## src/rtl/robo_controller.sv

```systemverilog
// Maze-walking robot controller using a left-hand-wall rule.
// Each run starts with a start pulse in IDLE. In SENSE the controller reads the sensors and
// picks one action: stop, give up, turn left, advance, remove a barrier or turn right. After
// each command pulse it waits SETTLE cycles so the map memory can settle. A left turn is three
// clockwise turns followed by an advance, with no sensing in between.
//
// Ports:
//   clock       rising-edge clock
//   reset       synchronous, active-high reset
//   start       one-cycle pulse; begins a run from IDLE
//   head_in     obstacle directly ahead
//   left_in     obstacle on the left
//   under_in    robot stands on the exit cell
//   barrier_in  obstacle ahead is a removable barrier
//   avancar     move one cell forward (one-cycle pulse)
//   girar       rotate 90 degrees clockwise (one-cycle pulse)
//   remover     clear the barrier ahead (one-cycle pulse)
//   busy        run in progress (not IDLE, DONE or FAIL)
//   done        exit reached (sticky until reset)
//   fail        step limit hit or robot boxed in (sticky until reset)
//   step_count  avancar pulses issued in the current run
module robo_controller #(
  parameter int unsigned SETTLE    = 1,
  parameter logic [7:0]  MAX_STEPS = 8'd255
) (
  input  logic       clock,
  input  logic       reset,
  input  logic       start,
  input  logic       head_in,
  input  logic       left_in,
  input  logic       under_in,
  input  logic       barrier_in,
  output logic       avancar,
  output logic       girar,
  output logic       remover,
  output logic       busy,
  output logic       done,
  output logic       fail,
  output logic [7:0] step_count
);

  typedef enum logic [3:0] {
    StIdle, StSense, StAdvance, StTurnL, StTurnR, StRemove, StWait, StDone, StFail
  } state_e;

  localparam logic [3:0] SettleLast = 4'(SETTLE - 1);

  state_e     state_q, state_d;
  logic [7:0] step_q, step_d;
  logic [2:0] spin_q, spin_d;    // consecutive right turns without an advance
  logic [1:0] lturn_q, lturn_d;  // girar pulses issued so far in a left turn; 0 = none pending
  logic [3:0] wait_q, wait_d;
  logic       avancar_q, avancar_d;
  logic       girar_q, girar_d;
  logic       remover_q, remover_d;
  logic       busy_q, busy_d;
  logic       done_q, done_d;
  logic       fail_q, fail_d;

  always_comb begin
    state_d = state_q;
    step_d  = step_q;
    spin_d  = spin_q;
    lturn_d = lturn_q;
    wait_d  = wait_q;

    case (state_q)
      StIdle: begin
        if (start) begin
          step_d  = 8'd0;
          spin_d  = 3'd0;
          lturn_d = 2'd0;
          state_d = StSense;
        end
      end
      StSense: begin
        if (under_in) begin
          state_d = StDone;
        end else if (step_q == MAX_STEPS) begin
          state_d = StFail;
        end else if (spin_q == 3'd4) begin
          state_d = StFail;
        end else if (!left_in) begin
          lturn_d = 2'd0;
          state_d = StTurnL;
        end else if (!head_in) begin
          state_d = StAdvance;
        end else if (barrier_in) begin
          state_d = StRemove;
        end else begin
          state_d = StTurnR;
        end
      end
      StAdvance: begin
        step_d  = step_q + 8'd1;
        spin_d  = 3'd0;
        lturn_d = 2'd0;
        wait_d  = SettleLast;
        state_d = StWait;
      end
      StTurnL: begin
        lturn_d = lturn_q + 2'd1;
        wait_d  = SettleLast;
        state_d = StWait;
      end
      StTurnR: begin
        spin_d  = (spin_q == 3'd4) ? 3'd4 : spin_q + 3'd1;
        wait_d  = SettleLast;
        state_d = StWait;
      end
      StRemove: begin
        wait_d  = SettleLast;
        state_d = StWait;
      end
      StWait: begin
        if (wait_q != 4'd0) begin
          wait_d = wait_q - 4'd1;
        end else if (lturn_q == 2'd3) begin
          // Third clockwise turn done: the left turn completes with a forced advance.
          state_d = StAdvance;
        end else if (lturn_q != 2'd0) begin
          state_d = StTurnL;
        end else begin
          state_d = StSense;
        end
      end
      StDone:  state_d = StDone;
      StFail:  state_d = StFail;
      default: state_d = StIdle;
    endcase

    // Outputs follow the current state one cycle later.
    avancar_d = (state_q == StAdvance);
    girar_d   = (state_q == StTurnL) || (state_q == StTurnR);
    remover_d = (state_q == StRemove);
    busy_d    = !((state_q == StIdle) || (state_q == StDone) || (state_q == StFail));
    done_d    = (state_q == StDone);
    fail_d    = (state_q == StFail);
  end

  always_ff @(posedge clock) begin
    if (reset) begin
      state_q   <= StIdle;
      step_q    <= 8'd0;
      spin_q    <= 3'd0;
      lturn_q   <= 2'd0;
      wait_q    <= 4'd0;
      avancar_q <= 1'b0;
      girar_q   <= 1'b0;
      remover_q <= 1'b0;
      busy_q    <= 1'b0;
      done_q    <= 1'b0;
      fail_q    <= 1'b0;
    end else begin
      state_q   <= state_d;
      step_q    <= step_d;
      spin_q    <= spin_d;
      lturn_q   <= lturn_d;
      wait_q    <= wait_d;
      avancar_q <= avancar_d;
      girar_q   <= girar_d;
      remover_q <= remover_d;
      busy_q    <= busy_d;
      done_q    <= done_d;
      fail_q    <= fail_d;
    end
  end

  assign avancar    = avancar_q;
  assign girar      = girar_q;
  assign remover    = remover_q;
  assign busy       = busy_q;
  assign done       = done_q;
  assign fail       = fail_q;
  assign step_count = step_q;

endmodule
```

## config.mk

```make
export PLATFORM = sky130hd
export DESIGN_NAME = robo_controller
export DESIGN_NICKNAME = d
export VERILOG_FILES = /design/src/rtl/robo_controller.sv
export SDC_FILE = /design/constraint.sdc
export NUM_CORES = 1
export LEC_CHECK = 0
export ABC_AREA = 1
export CAP_MARGIN = 20
export CORE_MARGIN = 2
export CORE_UTILIZATION = 52
export DETAILED_ROUTE_END_ITERATION = 10
export PLACE_DENSITY_LB_ADDON = 0.12
export SLEW_MARGIN = 10
export SYNTH_ARGS = -nofsm -noshare
export SYNTH_HDL_FRONTEND = slang
export SYNTH_SLANG_ARGS = --single-unit
```

## constraint.sdc

```tcl
create_clock -name clock -period 1.5 [get_ports clock]
set_input_delay 0.225 -clock clock [delete_from_list [all_inputs] [get_ports clock]]
set_output_delay 0.225 -clock clock [all_outputs]
set_load 0.05 [all_outputs]
```

Word level (Yosys, flattened, before mapping)
Index checks and enable logic that the tools add are counted.
{ "totals": {"output_inout_bits": 14, "regBits": 27, "word_cells": 74, "input_bits": 7} }
{ "classes": {"reduce_logical": 17, "addsub": 4, "n_eq_ne": 18, "muxes": 24} }
{ "op_table": {"columns": ["cell", "n"], "rows": [
  ["2-to-1 mux 4 bit", 6],
  ["case mux 4 bit (6 select lines)", 1],
  ["equality test 4 x 3 -> 1 bit (second input constant)", 4],
  ["case mux 8 bit (2 select lines)", 1],
  ["2-to-1 mux 2 bit", 7],
  ["inequality test 2 bit (second input constant)", 7],
  ["2-to-1 mux 3 bit", 4],
  ["case mux 3 bit (3 select lines)", 1],
  ["adder 8 x 1 -> 8 bit (second input constant)", 1],
  ["equality test 4 x 2 -> 1 bit (second input constant)", 2],
  ["equality test 8 bit (second input constant)", 1],
  ["2-to-1 mux 8 bit", 1],
  ["case mux 2 bit (4 select lines)", 1],
  ["case mux 4 bit (2 select lines)", 1],
  ["AND reduction 2 bit", 4],
  ["nonzero test 4 bit", 2],
  ["AND reduction 6 bit", 1],
  ["nonzero test 2 bit", 3],
  ["equality test 4 x 1 -> 1 bit (second input constant)", 1],
  ["equality test 4 bit (second input constant)", 1],
  ["zero test 4 bit", 1],
  ["OR reduction 4 bit", 1],
  ["subtractor 4 x 1 -> 4 bit (second input constant)", 1],
  ["adder 3 x 1 -> 3 bit (second input constant)", 1],
  ["7 further kinds", 9]
]} }

Logic depth before layout (Yosys ltp)
{ "depth": {"depth_word": 7, "depth_mapped": 11, "depth_no_buf": 11} }

Worst setup path before layout
No wires, ideal clock.
{ "synth_timing": {"path_kind": "register to register", "start": "register step_q[0], in the netlist step_count[0]", "end": "register state_q[0]", "stages_incl_launch_ff": 11, "setup_time_ns": 0.131, "n_path_buf": 0, "arrival_time_ns": 1.549, "path_slack_ns": -0.181, "synth_period_minus_slack_ns": 1.681, "required_time_ns": 1.369, "cell_sequence": "dfxtp_1 > ha_1 > nand2_1 > nor2_1 > nand2_1 > nand2_1 > o21ai_0 > nand2_1 > nand3_1 > nand2_1 > nor2_1"} }
{ "synth_via": {"elab_chain_len": 4} }
{ "synth_lines": {"columns": ["item", "line", "text"], "rows": [
  ["start: declaration", "49", "logic [7:0] step_q, step_d;"],
  ["start signal: assignment", "156", "step_q <= step_d;"],
  ["equality test 8 bit", "79", "end else if (step_q == MAX_STEPS) begin"],
  ["2-to-1 mux 4 bit", "79", null],
  ["2-to-1 mux 4 bit", "77", "if (under_in) begin"],
  ["case mux 4 bit (6 select lines)", "67", "case (state_q)"],
  ["end signal: assignment", "143", "state_q <= StIdle;"],
  ["end signal: assignment", "155", "state_q <= state_d;"],
  ["end: declaration", "48", "state_e state_q, state_d;"]
]} }
Every way passes these cells.
A chain may end at the register's enable or synchronous reset.

Worst setup path in the final report
{ "layout_timing": {"start": "register wait_q[0]", "end": "register wait_q[3]"} }
{ "layout_via": {"elab_chain_len": 3, "elab_cells_between_ends": 6, "classes_between": "add/sub (1); eq/ne (1); mux (2); reduce/logical (2)"} }
{ "layout_lines": {"columns": ["item", "line", "text"], "rows": [
  ["start: declaration", "52", "logic [3:0] wait_q, wait_d;"],
  ["start signal: assignment", "159", "wait_q <= wait_d;"],
  ["subtractor 4 x 1 -> 4 bit / nonzero test 4 bit (equally long branches)", "117, 116", null],
  ["2-to-1 mux 4 bit / inequality test 2 bit (equally long branches)", null, null],
  ["case mux 4 bit (2 select lines) / AND reduction 2 bit (equally long branches)", null, null]
]} }
Parallel ways exist; a longest one is shown, timed or not. The select of a mux whose other input is x is not followed.

==> qor.csv <==
metric,value,unit
status,completed,
Gate Count Post-Synth,194,
die area,3080,µm²
unrepaired setup endpoints after global routing,yes,
Non-Filler Instances,253,
P&R area growth vs syn,26.6,%
synthesized area,1380,µm²
Least-Margin Pin Slew,314,ps
crit-path leading delay family,simple AND/OR/NAND/NOR gates,
clk slew on worst S/H paths,130,ps
Worst Path Buf+Inv,3,
crit path capture type,flop,
total CTS buffers,3,
setup violators final,0,
Via Count,1329,
Rel. slew slack,78.5,%
core box area,2500,µm²
startpoint types,flop,
top_reg_cell synth,dfxtp_1,
clk_lat worst skew,330,ps
DRT antenna net count,0,
GRT Overall Usage,20.5,%
Layout Nets,237,
"critical path, cell by cell","inv_1, ha_1, inv_1, nor3_4, nor2_4, inv_2, nand2_2, nand3_1, nand3_1, nor2_1",
CTS tree,yes,
max-slew violations,0,
P_leak,0.756,nW
first-pass GRT wire length,5.13,mm
fin crit share,94.9,%
H-tree Lvls,1,
GPL Wtd Cong,0.934,
post-DR wirelength/cell,12.5,µm
"EDFF count, synth",0,
initial antenna violation count,0,
worst-path maximum fanout,4,
Post-CTS Setup Bufs,0,
hpwl dp,2.44,mm
fmax,703,MHz
worst vdd ir,902,µV
ant diodes,0,
DRC violations left,0,
arrival time at the worst endpoint,1660,ps
GRT overflow,0,
Worst Path Required,1730,ps
Ports,21,
post-synthesis async set-or-reset flop share,0,%
Max Cap Viol,0,
Bufs on Longest Clock Path,2,
clock tree sinks,27,
highest-delay cell along the critical path,dfxtp_2,
CP peak stage delay,380,ps
dpl cells,249,
Multi-input gate area,763,µm²
starting density of the core,55.2,%
count of cell types in the netlist,27,
Pwr Total,2.50,mW
vias per std cell,5.25,
final worst path period need,1420,ps
total wire length,3.16,mm
Port Buf Inserts,20,
#FFs+latches synth,27,
Initial DRT Pass Iterations,4,
Die Span X,55.5,µm
Worst Skew,6.64,ps
share of layout cells above drive strength 1,25.1,%
root buffer cell,clkbuf_4,
sequential-to-total area share from yosys stat,39.2,%
syn nets,207,
pwr/cell area,1430,nW/µm²
combined flip-flop and latch cell area,551,µm²
largest net degree at the start of global routing,15,
row count,18,
"Hold Vio Cnt, Final",0,
Worst Hold Class,reg -> reg,
Hold Slack,465,ps
DIE HEIGHT,55.5,µm
CP Class,reg -> reg,
vias in the first global route,1237,
Synth Warn #,0,
# fillers,224,
syn avg cell area,7.11,µm²
Iteration-0 DRC Markers,49,
-- worst register-to-register path: stages (launching register included) --
cell and delay, ps:
dfxtp_2 380, inv_1 50, ha_1 210, inv_1 100, nor3_4 50, nor2_4 140
inv_2 70, nand2_2 90, nand3_1 90, nand3_1 110, nor2_1 50
-- what timing repair did --
action | 4_1_cts | 5_1_grt
gates resized for setup | 0 | 16
setup endpoints to repair | 0 | 13
hold buffers | 0 | 0
-- worst paths after layout --
kind / slack, ps / startpoint / end / cells after the start
worst max-delay path: 80 / wait_q[0]$_SDFFE_PP0P_ / wait_q[3]$_SDFFE_PP0P_ / 10
worst min-delay path: 460 / wait_q[0]$_SDFFE_PP0P_ / wait_q[0]$_SDFFE_PP0P_ / 1
worst max register to register: 80 / wait_q[0]$_SDFFE_PP0P_ / wait_q[3]$_SDFFE_PP0P_ / 10
worst min register to register: 460 / wait_q[0]$_SDFFE_PP0P_ / wait_q[0]$_SDFFE_PP0P_ / 1
-- metrics by stage --
step / worst slack (ps) / instance area (µm²) / utilization (%) / TNS [ps]
2_1_floorplan: 15.6 / 1380 / - / 0
3_3_place_gp: 86.8 / 1680 / 67.2 / 0
3_5_place_dp: 55.2 / 1680 / 67.2 / 0
4_1_cts: 34.9 / 1710 / 68.3 / 0
5_1_grt: -41.9 / 1750 / 69.9 / -42.3
6_report: 76.7 / 1750 / 69.9 / 0
-- layer usage --
layer  global-route usage (%)  wire, µm
met1                     26.9      1480
met2                     34.0      1470
met3                     3.51       168
met4                     6.62        41
met5                        0         0
-- where the power goes --
part / total (mW) / switching (mW) / internal [mW] / leakage (nW)
combinational: 1.25 / 0.854 / 0.399 / 0.519
sequential: 0.934 / 0.105 / 0.830 / 0.222
clock: 0.313 / 0.209 / 0.104 / 0.0150
total: 2.50 / 1.17 / 1.33 / 0.756
-- flip-flops by register name, indices dropped and copies added, names as in the netlist --
register,count
avancar,1
done,1
remover,1
state_q,4
lturn_q,2
step_count,8
girar,1
busy,1
spin_q,3
wait_q,4
fail,1
-- area by class of cell --
class / instances / share of cell area (%)
timing repair buffer: 27 / 15.3
sequential: 27 / 31.5
multi-input combinational: 138 / 43.7
tap: 30 / 2.15
inverter: 27 / 5.80
clock buffer: 4 / 1.50
-- cells in the final DEF, fill, tap and decap left out, types with 2 or more instances in the layout --
cell / n
nand2_1: 47
inv_1: 23
dfxtp_1: 21
a21oi_1: 17
buf_4: 17
nor2_1: 14
nand3_1: 11
o21ai_0: 6
ha_1: 6
clkdlybuf4s50_1: 6
nor2_2: 5
nand2_2: 5
dfxtp_2: 5
nor2_4: 4
inv_2: 4
nor3_1: 4
a21oi_2: 4
buf_12: 4
clkbuf_4: 3
a31oi_1: 2
o21ai_1: 2
-- cells in the mapped netlist (4+ instances only) --
cell,number,area [µm²]
nor2_2,5,31.3
nor3_1,5,25.0
a21oi_1,17,85.1
ha_1,6,75.1
a21oi_2,4,35.0
nor2_1,16,60.1
nand2_1,48,180
inv_1,25,93.8
dfxtp_1,27,541
nand3_1,11,55.1
o21ai_0,8,40.0
nand2_2,4,25.0
-- cells by family after synthesis --
logic type | synth area share, %
xor gates and xnor gates | 1.27
buffers and inverters | 7.98
DFF | 39.2
and+or+nand+nor | 32.5
adders and majority gates | 5.44
AOI/OAI and AO/OA | 13.7
No activity file was read; power rests on OpenSTA's default activity.
